===== src/rtl/pixel_stream_packer.sv =====
// pixel_stream_packer
// Captures one batch of colour values from the LUT array and streams it out one
// pixel per beat on a valid/ready interface. Keeps the raster position across
// batches and flags start-of-frame, end-of-line and frame completion.

module pixel_stream_packer #(
  parameter int RGB_SIZE    = 24,
  parameter int NUM_ENGINES = 30,
  parameter int IMAGE_W     = 640,
  parameter int IMAGE_H     = 480,
  parameter int COORD_WIDTH = 11,
  parameter int CNT_WIDTH   = $clog2(NUM_ENGINES + 1)
) (
  input  logic                   clk,
  input  logic                   rst,
  input  logic                   batch_valid,
  output logic                   batch_ready,
  input  logic [RGB_SIZE-1:0]    rgb_in [NUM_ENGINES-1:0],
  input  logic [CNT_WIDTH-1:0]   batch_count,
  output logic [RGB_SIZE-1:0]    out_data,
  output logic                   out_valid,
  input  logic                   out_ready,
  output logic                   out_sof,
  output logic                   out_eol,
  output logic [COORD_WIDTH-1:0] x_pos,
  output logic [COORD_WIDTH-1:0] y_pos,
  output logic                   frame_done
);

  // FSM encoding
  localparam logic [0:0] ST_IDLE   = 1'b0;
  localparam logic [0:0] ST_STREAM = 1'b1;

  localparam logic [CNT_WIDTH-1:0]   CNT_MAX = CNT_WIDTH'(NUM_ENGINES);
  localparam logic [CNT_WIDTH-1:0]   CNT_ONE = CNT_WIDTH'(1);
  localparam logic [CNT_WIDTH-1:0]   CNT_ZERO = CNT_WIDTH'(0);
  localparam logic [COORD_WIDTH-1:0] X_LAST  = COORD_WIDTH'(IMAGE_W - 1);
  localparam logic [COORD_WIDTH-1:0] Y_LAST  = COORD_WIDTH'(IMAGE_H - 1);
  localparam logic [COORD_WIDTH-1:0] C_ZERO  = COORD_WIDTH'(0);
  localparam logic [COORD_WIDTH-1:0] C_ONE   = COORD_WIDTH'(1);

  // Registered state
  logic [0:0]             state_q, state_d;
  logic [RGB_SIZE-1:0]    buf_q [NUM_ENGINES-1:0];
  logic [CNT_WIDTH-1:0]   idx_q, idx_d;
  logic [CNT_WIDTH-1:0]   last_q, last_d;
  logic [COORD_WIDTH-1:0] x_q, x_d;
  logic [COORD_WIDTH-1:0] y_q, y_d;
  logic [RGB_SIZE-1:0]    data_q, data_d;
  logic                   done_q, done_d;

  // Combinational helpers
  logic                   accept_s;
  logic                   take_s;
  logic [CNT_WIDTH-1:0]   clamp_s;
  logic                   beat_s;
  logic                   last_beat_s;
  logic                   frame_end_s;
  logic [CNT_WIDTH-1:0]   idx_nxt_s;

  // Handshake decode and count clamping; a zero-count batch is consumed but never streamed.
  always_comb begin
    accept_s    = (state_q == ST_IDLE) && batch_valid;
    if (batch_count > CNT_MAX) begin
      clamp_s = CNT_MAX;
    end else begin
      clamp_s = batch_count;
    end
    take_s      = accept_s && (clamp_s != CNT_ZERO);
    beat_s      = (state_q == ST_STREAM) && out_ready;
    last_beat_s = beat_s && (idx_q == last_q);
    frame_end_s = beat_s && (x_q == X_LAST) && (y_q == Y_LAST);
    idx_nxt_s   = idx_q + CNT_ONE;
  end

  // Next-state logic for the FSM, buffer index and the output data register.
  always_comb begin
    state_d = state_q;
    idx_d   = idx_q;
    last_d  = last_q;
    data_d  = data_q;
    case (state_q)
      ST_IDLE: begin
        if (take_s) begin
          state_d = ST_STREAM;
          idx_d   = CNT_ZERO;
          last_d  = clamp_s - CNT_ONE;
          data_d  = rgb_in[0];
        end else begin
          state_d = ST_IDLE;
        end
      end
      ST_STREAM: begin
        if (last_beat_s) begin
          state_d = ST_IDLE;
        end else if (beat_s) begin
          idx_d  = idx_nxt_s;
          // idx_nxt_s is only in range when this was not the last entry
          data_d = buf_q[idx_nxt_s];
        end else begin
          state_d = ST_STREAM;
        end
      end
      default: begin
        state_d = ST_IDLE;
      end
    endcase
  end

  // Raster position: advance one pixel per transferred beat, wrap at line and frame ends.
  always_comb begin
    x_d    = x_q;
    y_d    = y_q;
    done_d = frame_end_s;
    if (beat_s) begin
      if (x_q == X_LAST) begin
        x_d = C_ZERO;
        if (y_q == Y_LAST) begin
          y_d = C_ZERO;
        end else begin
          y_d = y_q + C_ONE;
        end
      end else begin
        x_d = x_q + C_ONE;
      end
    end else begin
      x_d = x_q;
    end
  end

  // All state updates; reset drops any buffered batch and returns to the origin.
  always_ff @(posedge clk) begin
    if (rst) begin
      state_q <= ST_IDLE;
      idx_q   <= CNT_ZERO;
      last_q  <= CNT_ZERO;
      x_q     <= C_ZERO;
      y_q     <= C_ZERO;
      data_q  <= '0;
      done_q  <= 1'b0;
      for (int i = 0; i < NUM_ENGINES; i++) begin
        buf_q[i] <= '0;
      end
    end else begin
      state_q <= state_d;
      idx_q   <= idx_d;
      last_q  <= last_d;
      x_q     <= x_d;
      y_q     <= y_d;
      data_q  <= data_d;
      done_q  <= done_d;
      if (take_s) begin
        for (int i = 0; i < NUM_ENGINES; i++) begin
          buf_q[i] <= rgb_in[i];
        end
      end
    end
  end

  // Outputs are driven straight from registers; sof/eol are qualified by valid so they read 0 when idle.
  always_comb begin
    out_valid   = (state_q == ST_STREAM);
    batch_ready = (state_q == ST_IDLE);
    out_data    = data_q;
    x_pos       = x_q;
    y_pos       = y_q;
    frame_done  = done_q;
    out_sof     = out_valid && (x_q == C_ZERO) && (y_q == C_ZERO);
    out_eol     = out_valid && (x_q == X_LAST);
  end

endmodule


===== config.mk =====
export PLATFORM = sky130hd
export DESIGN_NAME = pixel_stream_packer
export DESIGN_NICKNAME = d
export VERILOG_FILES = /design/src/rtl/pixel_stream_packer.sv
export SDC_FILE = /design/constraint.sdc
export NUM_CORES = 1
export LEC_CHECK = 0
export CORE_AREA = 5 5 299 301
export CTS_CLUSTER_DIAMETER = 30
export DETAILED_ROUTE_END_ITERATION = 16
export DIE_AREA = 0 0 304 306
export GPL_TIMING_DRIVEN = 0
export PLACE_DENSITY = 0.75
export SYNTH_ARGS = -nofsm -noshare
export SYNTH_HDL_FRONTEND = slang
export SYNTH_SLANG_ARGS = --single-unit

===== constraint.sdc =====
create_clock -name clk -period 72.1 [get_ports clk]
set_clock_uncertainty 0.1 [all_clocks]
set_input_delay 21.63 -clock clk [delete_from_list [all_inputs] [get_ports clk]]
set_output_delay 21.63 -clock clk [all_outputs]
set_load 0.01 [all_outputs]

==> results.cfg, run 1 <==
[clock_network]
cts_max_level = 4
clock-sinks = 778
ctsLongestPathBuffers = 3
cts_resized = 0
numCtsBuffers = 158
cts_tree = built
path_clk_slew_ns = 0.04
post-cts-setup-buffers = 0
clock_latency_ns = 0.74
ctsRootBufferMaster = clkbuf_16
ctsHoldBuffers = 0

[floorplanning]
die_h_um = 306
dieArea_sq_um = 93020
io_pins = 780
core_area_sq_um = 86350
start_util_pct = 40.52
num_rows = 108
fp.dieW_um = 304

[critical_path]
r2r_start = idx_q[1]$_SDFFE_PP0P_
worstPathCellList = clkbuf_1 -> clkbuf_1 -> clkbuf_1 -> nand2b_4 -> buf_16 -> buf_16 -> buf_16 -> buf_12
critPathLaunch = rst
required_ns = 72.40
endpoint_kind = flip-flop
crit_path_start_kind = input pin
worst-path-max-fanout = 63
crit_type = in2reg
crit_path_max_incr_delay_ns = 0.73
cpMaxStageDelayCell = clkbuf_1
cp.arrival_ns = 25.50

[power]
power_mw = 1.452
vdd_drop_max_uv = 22.25
power_density_nw_per_um2 = 28.92
leakage_nw = 17.98

[synth]
synth-seq-cells = 778
synth_edf_count = 720
synth_area_leader_cell = edfxtp_1
syn_area_sq_um = 34990
synth_common_cells = edfxtp_1, and2_1, nor2b_1, mux4_2, clkbuf_1
syn_avg_cell_area_sq_um = 15.26
syn_nets = 3028
ys_warn_count = 0
ys_seq_area_share_pct = 65.11
synth_top_area_share_pct = 61.79
synthDistinctLibCells = 53
syn_inst = 2293
synth_area_leaders = edfxtp_1, mux4_2, and2_1
postSynth.asyncResetShare_pct = 0
ys.flop_type = edfxtp_1
yosysMostFrequentCell = edfxtp_1

[detailed_routing]
vias = 24310
viasPerCell = 5.329
drt_pre_antenna_iters = 6
wl_per_cell_um = 29.13
drtAntennaViolNets = 0
remaining_drc_errors = 0
drtIter0Drc = 2716
drt-total-wl_um = 132900

[grt]
grt_start_max_net_pins = 69
track_usage_pct = 27.82
grt_pass1_vias = 25270
antenna_found_initial = 37
grt_pass1_wl_um = 183300
overflow = 0

[final_layout]
nFillCells = 6611
final_nets = 3979
instances_no_fill = 4562
area.growth.synth_to_final_pct = 43.51
drive_above_1_share_pct = 14.47
fin_area_sq_um = 50210

[sta]
hold_viol = 0
slew_headroom_pct = 17.57
maxClockFrequency_ghz = 0.03969
rsz0062_at_grt = false
setup_violations = 0
worst_pin_slew_ns = 1.236
tns_ns = 0
fin_crit_sh_pct = 34.95
fin_crit_ns = 25.20
finalMaxSlewViolations = 0

[hold_path]
min-delay-start = y_pos[1]$_SDFFE_PP0P_
hold_path.class = reg2reg

[placement]
place.gp.congestion = 0.8882
io_buffers = 778
dp_hpwl_um = 102400
placed_cells = 4239
place_area_sq_um = 44560

[run]
drv_cap = 0

[outcome]
status = finished, final reports clean
==> flip-flops by register name, summed over array words and instances, names as in the netlist <==
name / count
frame_done: 1
x_pos: 11
out_data: 24
out_valid: 1
y_pos: 11
buf_q: 720
idx_q: 5
last_q: 5
==> cell type report <==
| cell class | instances | area, sq um | share of cell area (%) |
|---|---|---|---|
| well taps | 1155 | 1445 | 2.878 |
| clock inverters | 105 | 1404 | 2.796 |
| inverters | 30 | 112.6 | 0.2243 |
| plain buffers | 163 | 675.6 | 1.346 |
| flip-flops and latches | 778 | 22780 | 45.37 |
| repair buffers | 791 | 8118 | 16.17 |
| multi-input cells | 1322 | 11430 | 22.76 |
| clock buffers | 191 | 4180 | 8.325 |
| diodes | 27 | 67.56 | 0.1346 |
==> worst max-delay path, delay by kind of cell <==
| family | cells | cell delay [ns] |
|---|---|---|
| AND/OR/NAND/NOR | 1 | 0.65 |
| buffers and inverters | 7 | 3.05 |
==> routing by layer <==
layer / track usage, % / part of all wire, %
met3: 6.958 / 8.2
met5: 0 / 0.062
met4: 10.12 / 3.4
met2: 47.12 / 50
met1: 35.03 / 38
==> placed cells by master, fill, tap and decap left out, drive strengths merged, types with 19 or more instances in the layout <==
master,count
inv,41
clkinv,53
bufinv,22
nor2b,292
o22ai,43
nand2,38
o2bb2ai,23
edfxtp,720
nor2,34
mux2i,91
o21ai,25
clkinvlp,19
mux4,169
a31oi,23
clkbuf,315
buf,52
o31a,23
dfxtp,58
diode,27
and2,435
nand3,19
clkdlybuf4s50,778
xor2,20
==> power breakdown <==
| part | switching (mW) | internal, mW |
|---|---|---|
| sequential | 0.0121 | 0.538 |
| combinational | 0.0730 | 0.0763 |
| clock | 0.256 | 0.497 |
| total | 0.341 | 1.11 |
==> logic make-up after synthesis <==
family | after synthesis | synth area share, %
adders and majority gates | 6 | 0.2146
muxes | 260 | 13.48
xor gates and xnor gates | 28 | 0.7546
and+or+nand+nor | 861 | 14.90
buffers and inverters | 193 | 2.253
DFF | 778 | 65.11
AOI/OAI and AO/OA | 167 | 3.279
==> final timing paths <==
path	end	slack (ns)	depth (start not counted)
max	buf_q[25][13]$_SDFFCE_PP0P_	46.90	8
min	y_pos[1]$_SDFFE_PP0P_	0.39	2
max reg2reg	out_data[10]$_SDFFE_PP0P_	67.42	8
min reg2reg	y_pos[1]$_SDFFE_PP0P_	0.39	2
==> stage by stage <==
step	util, %	hold slack (ns)	setup slack (ns)
finish	58.15	0.3919	46.90
global route	58.14	0.4103	46.74
floorplan	-	0.3481	31.26
CTS	58.07	0.3926	46.82
global placement	51.21	0.3628	23.38
detailed placement	51.61	0.3868	46.04
Note: power is estimated with default switching activity, not from simulation.
==> run 2: changes to the inputs <==
--- a/config.mk
+++ b/config.mk
@@ -5,12 +5,12 @@
 export SDC_FILE = /design/constraint.sdc
 export NUM_CORES = 1
 export LEC_CHECK = 0
-export CORE_AREA = 5 5 299 301
+export CORE_AREA = 5 5 301 303
 export CTS_CLUSTER_DIAMETER = 30
 export DETAILED_ROUTE_END_ITERATION = 16
-export DIE_AREA = 0 0 304 306
+export DIE_AREA = 0 0 306 308
 export GPL_TIMING_DRIVEN = 0
-export PLACE_DENSITY = 0.75
+export PLACE_DENSITY = 0.74
 export SYNTH_ARGS = -nofsm -noshare
 export SYNTH_HDL_FRONTEND = slang
 export SYNTH_SLANG_ARGS = --single-unit
==> constraint.sdc (replaced) <==
create_clock -name clk -period 23.4 [get_ports clk]
set_clock_uncertainty 0.1 [all_clocks]
set_input_delay 7.02 -clock clk [delete_from_list [all_inputs] [get_ports clk]]
set_output_delay 7.02 -clock clk [all_outputs]
set_load 0.01 [all_outputs]
==> run 2 against run 1 <==
Against the previous run:
- register-to-register slack got worse by 49 ns
- count of clock-buffer cells in the layout decreased by 9
- setup slack got worse by 34 ns
- final area increased by 0.50%
- global-route usage decreased by 0.40 points
- clock power increased to 3.2 times the previous value
- critical endpoint is now buf_q[12][12]$_SDFFCE_PN0P_
- highest routed layer unchanged
==> results.cfg, run 2 (synthesized netlist as in run 1, its figures left out) <==
[floorplanning]
core_area_sq_um = 87690
die_h_um = 308
io_pins = 780
dieArea_sq_um = 94250
start_util_pct = 39.90
fp.dieW_um = 306
num_rows = 109

[grt]
overflow = 0
antenna_found_initial = 43
grt_pass1_vias = 25350
grt_start_max_net_pins = 75
track_usage_pct = 27.42
grt_pass1_wl_um = 182000

[detailed_routing]
drtAntennaViolNets = 0
viasPerCell = 5.329
wl_per_cell_um = 29.03
vias = 24470
drtIter0Drc = 2543
remaining_drc_errors = 0
drt_pre_antenna_iters = 5
drt-total-wl_um = 133300

[final_layout]
multi_input_area_sq_um = 11430
largest_register_ffs = 720
regMostFlops = buf_q
drive_above_1_share_pct = 14.70
final_cell_mix = clkdlybuf4s50_1, edfxtp_1, and2_1, nor2b_1, mux4_2
area.growth.synth_to_final_pct = 44.24
register_area_sq_um = 22780
instances_no_fill = 4592
nFillCells = 6845
final_nets = 3985
fin_area_sq_um = 50470
final_common_cell = clkdlybuf4s50_1

[placement]
dp_hpwl_um = 101700
place_area_sq_um = 44550
io_buffers = 778
placed_cells = 4248
place.gp.congestion = 0.9066

[critical_path]
cpMaxStageDelayCell = clkbuf_1
crit_path_start_kind = input pin
cp.arrival_ns = 11.25
worstPathCellList = clkbuf_1 -> clkbuf_1 -> clkbuf_1 -> nand2b_4 -> buf_16 -> buf_16 -> buf_16 -> buf_16 -> buf_16
cpMostUsedCell = buf_16
rrSetupSlack_ns = 18.57
worst-path-max-fanout = 74
required_ns = 23.69
crit_path_max_incr_delay_ns = 0.69
endpoint_kind = flip-flop
crit_type = in2reg

[sta]
maxClockFrequency_ghz = 0.09129
tns_ns = 0
slew_headroom_pct = 4.326
finalMaxSlewViolations = 0
rsz0062_at_grt = false
worst_pin_slew_ns = 1.435
setup_violations = 0
fin_crit_sh_pct = 46.81
fin_crit_ns = 10.95
hold_viol = 0

[clock_network]
clock_latency_ns = 0.74
cts_tree = built
post-cts-setup-buffers = 0
ctsHoldBuffers = 0
ctsLongestPathBuffers = 3
numCtsBuffers = 165
ctsRootBufferMaster = clkbuf_16
path_clk_slew_ns = 0.05
cts_resized = 0
clock-sinks = 778
cts_max_level = 4

[run]
drv_cap = 0

[hold_path]
hold_path.class = reg2reg

[power]
vdd_drop_max_uv = 64.50
power_density_nw_per_um2 = 90.65
leakage_nw = 18.10

[outcome]
status = finished, final reports clean
## run 2: cell count changes in the layout (fill, tap and decap cells not counted), sizes merged, moves of 4 or more
cell      change
bufinv        +6
clkinv        +9
clkbuf        -9
clkinvlp      +4
diode        +12
## run 2: where the power goes
| part | switching, mW | internal, mW |
|---|---|---|
| clock | 0.791 | 1.63 |
| combinational | 0.227 | 0.235 |
| sequential | 0.0369 | 1.66 |
## run 2: worst max-delay path, delay by kind of cell
family	cells	cell delay [ns]
buf+inv	8	3.52
simple gates	1	0.46
## run 2: worst paths after layout
| path | startpoint | end | cells after the start |
|---|---|---|---|
| setup / recovery | rst | buf_q[12][12]$_SDFFCE_PN0P_ | 9 |
| hold / removal | last_q[4]$_SDFFE_PP0P_ | last_q[4]$_SDFFE_PP0P_ | 2 |
| setup reg to reg | idx_q[1]$_SDFFE_PP0P_ | out_data[9]$_SDFFE_PP0P_ | 8 |
| hold reg to reg | last_q[4]$_SDFFE_PP0P_ | last_q[4]$_SDFFE_PP0P_ | 2 |
## run 2: routing by layer
layer | GRT usage, % | wire, um
met5 | 0 | 57
met4 | 11.31 | 5037
met3 | 6.997 | 11000
met2 | 46.21 | 66410
met1 | 33.98 | 50790
## run 2: final cells by class
cell class / count / share of cell area, %
diodes: 39 / 0.1934
plain buffers: 163 / 1.339
clock buffers: 182 / 8.474
clock inverters: 123 / 3.052
inverters: 30 / 0.2231
multi-input cells: 1322 / 22.64
flip-flops and latches: 778 / 45.14
well taps: 1165 / 2.888
repair buffers: 790 / 16.05
## run 2: metrics by stage
stage | util [%] | hold slack (ns) | total power [mW] | worst slack, ns
global route | 57.52 | 0.4209 | 4.704 | 12.24
detailed placement | 50.80 | 0.3813 | 2.175 | 11.65
global placement | 50.44 | 0.3607 | 2.211 | 0.9099
CTS | 57.44 | 0.3867 | 4.592 | 12.42
finish | 57.55 | 0.3937 | 4.575 | 12.45
floorplan | - | 0.3481 | 1.936 | 5.659
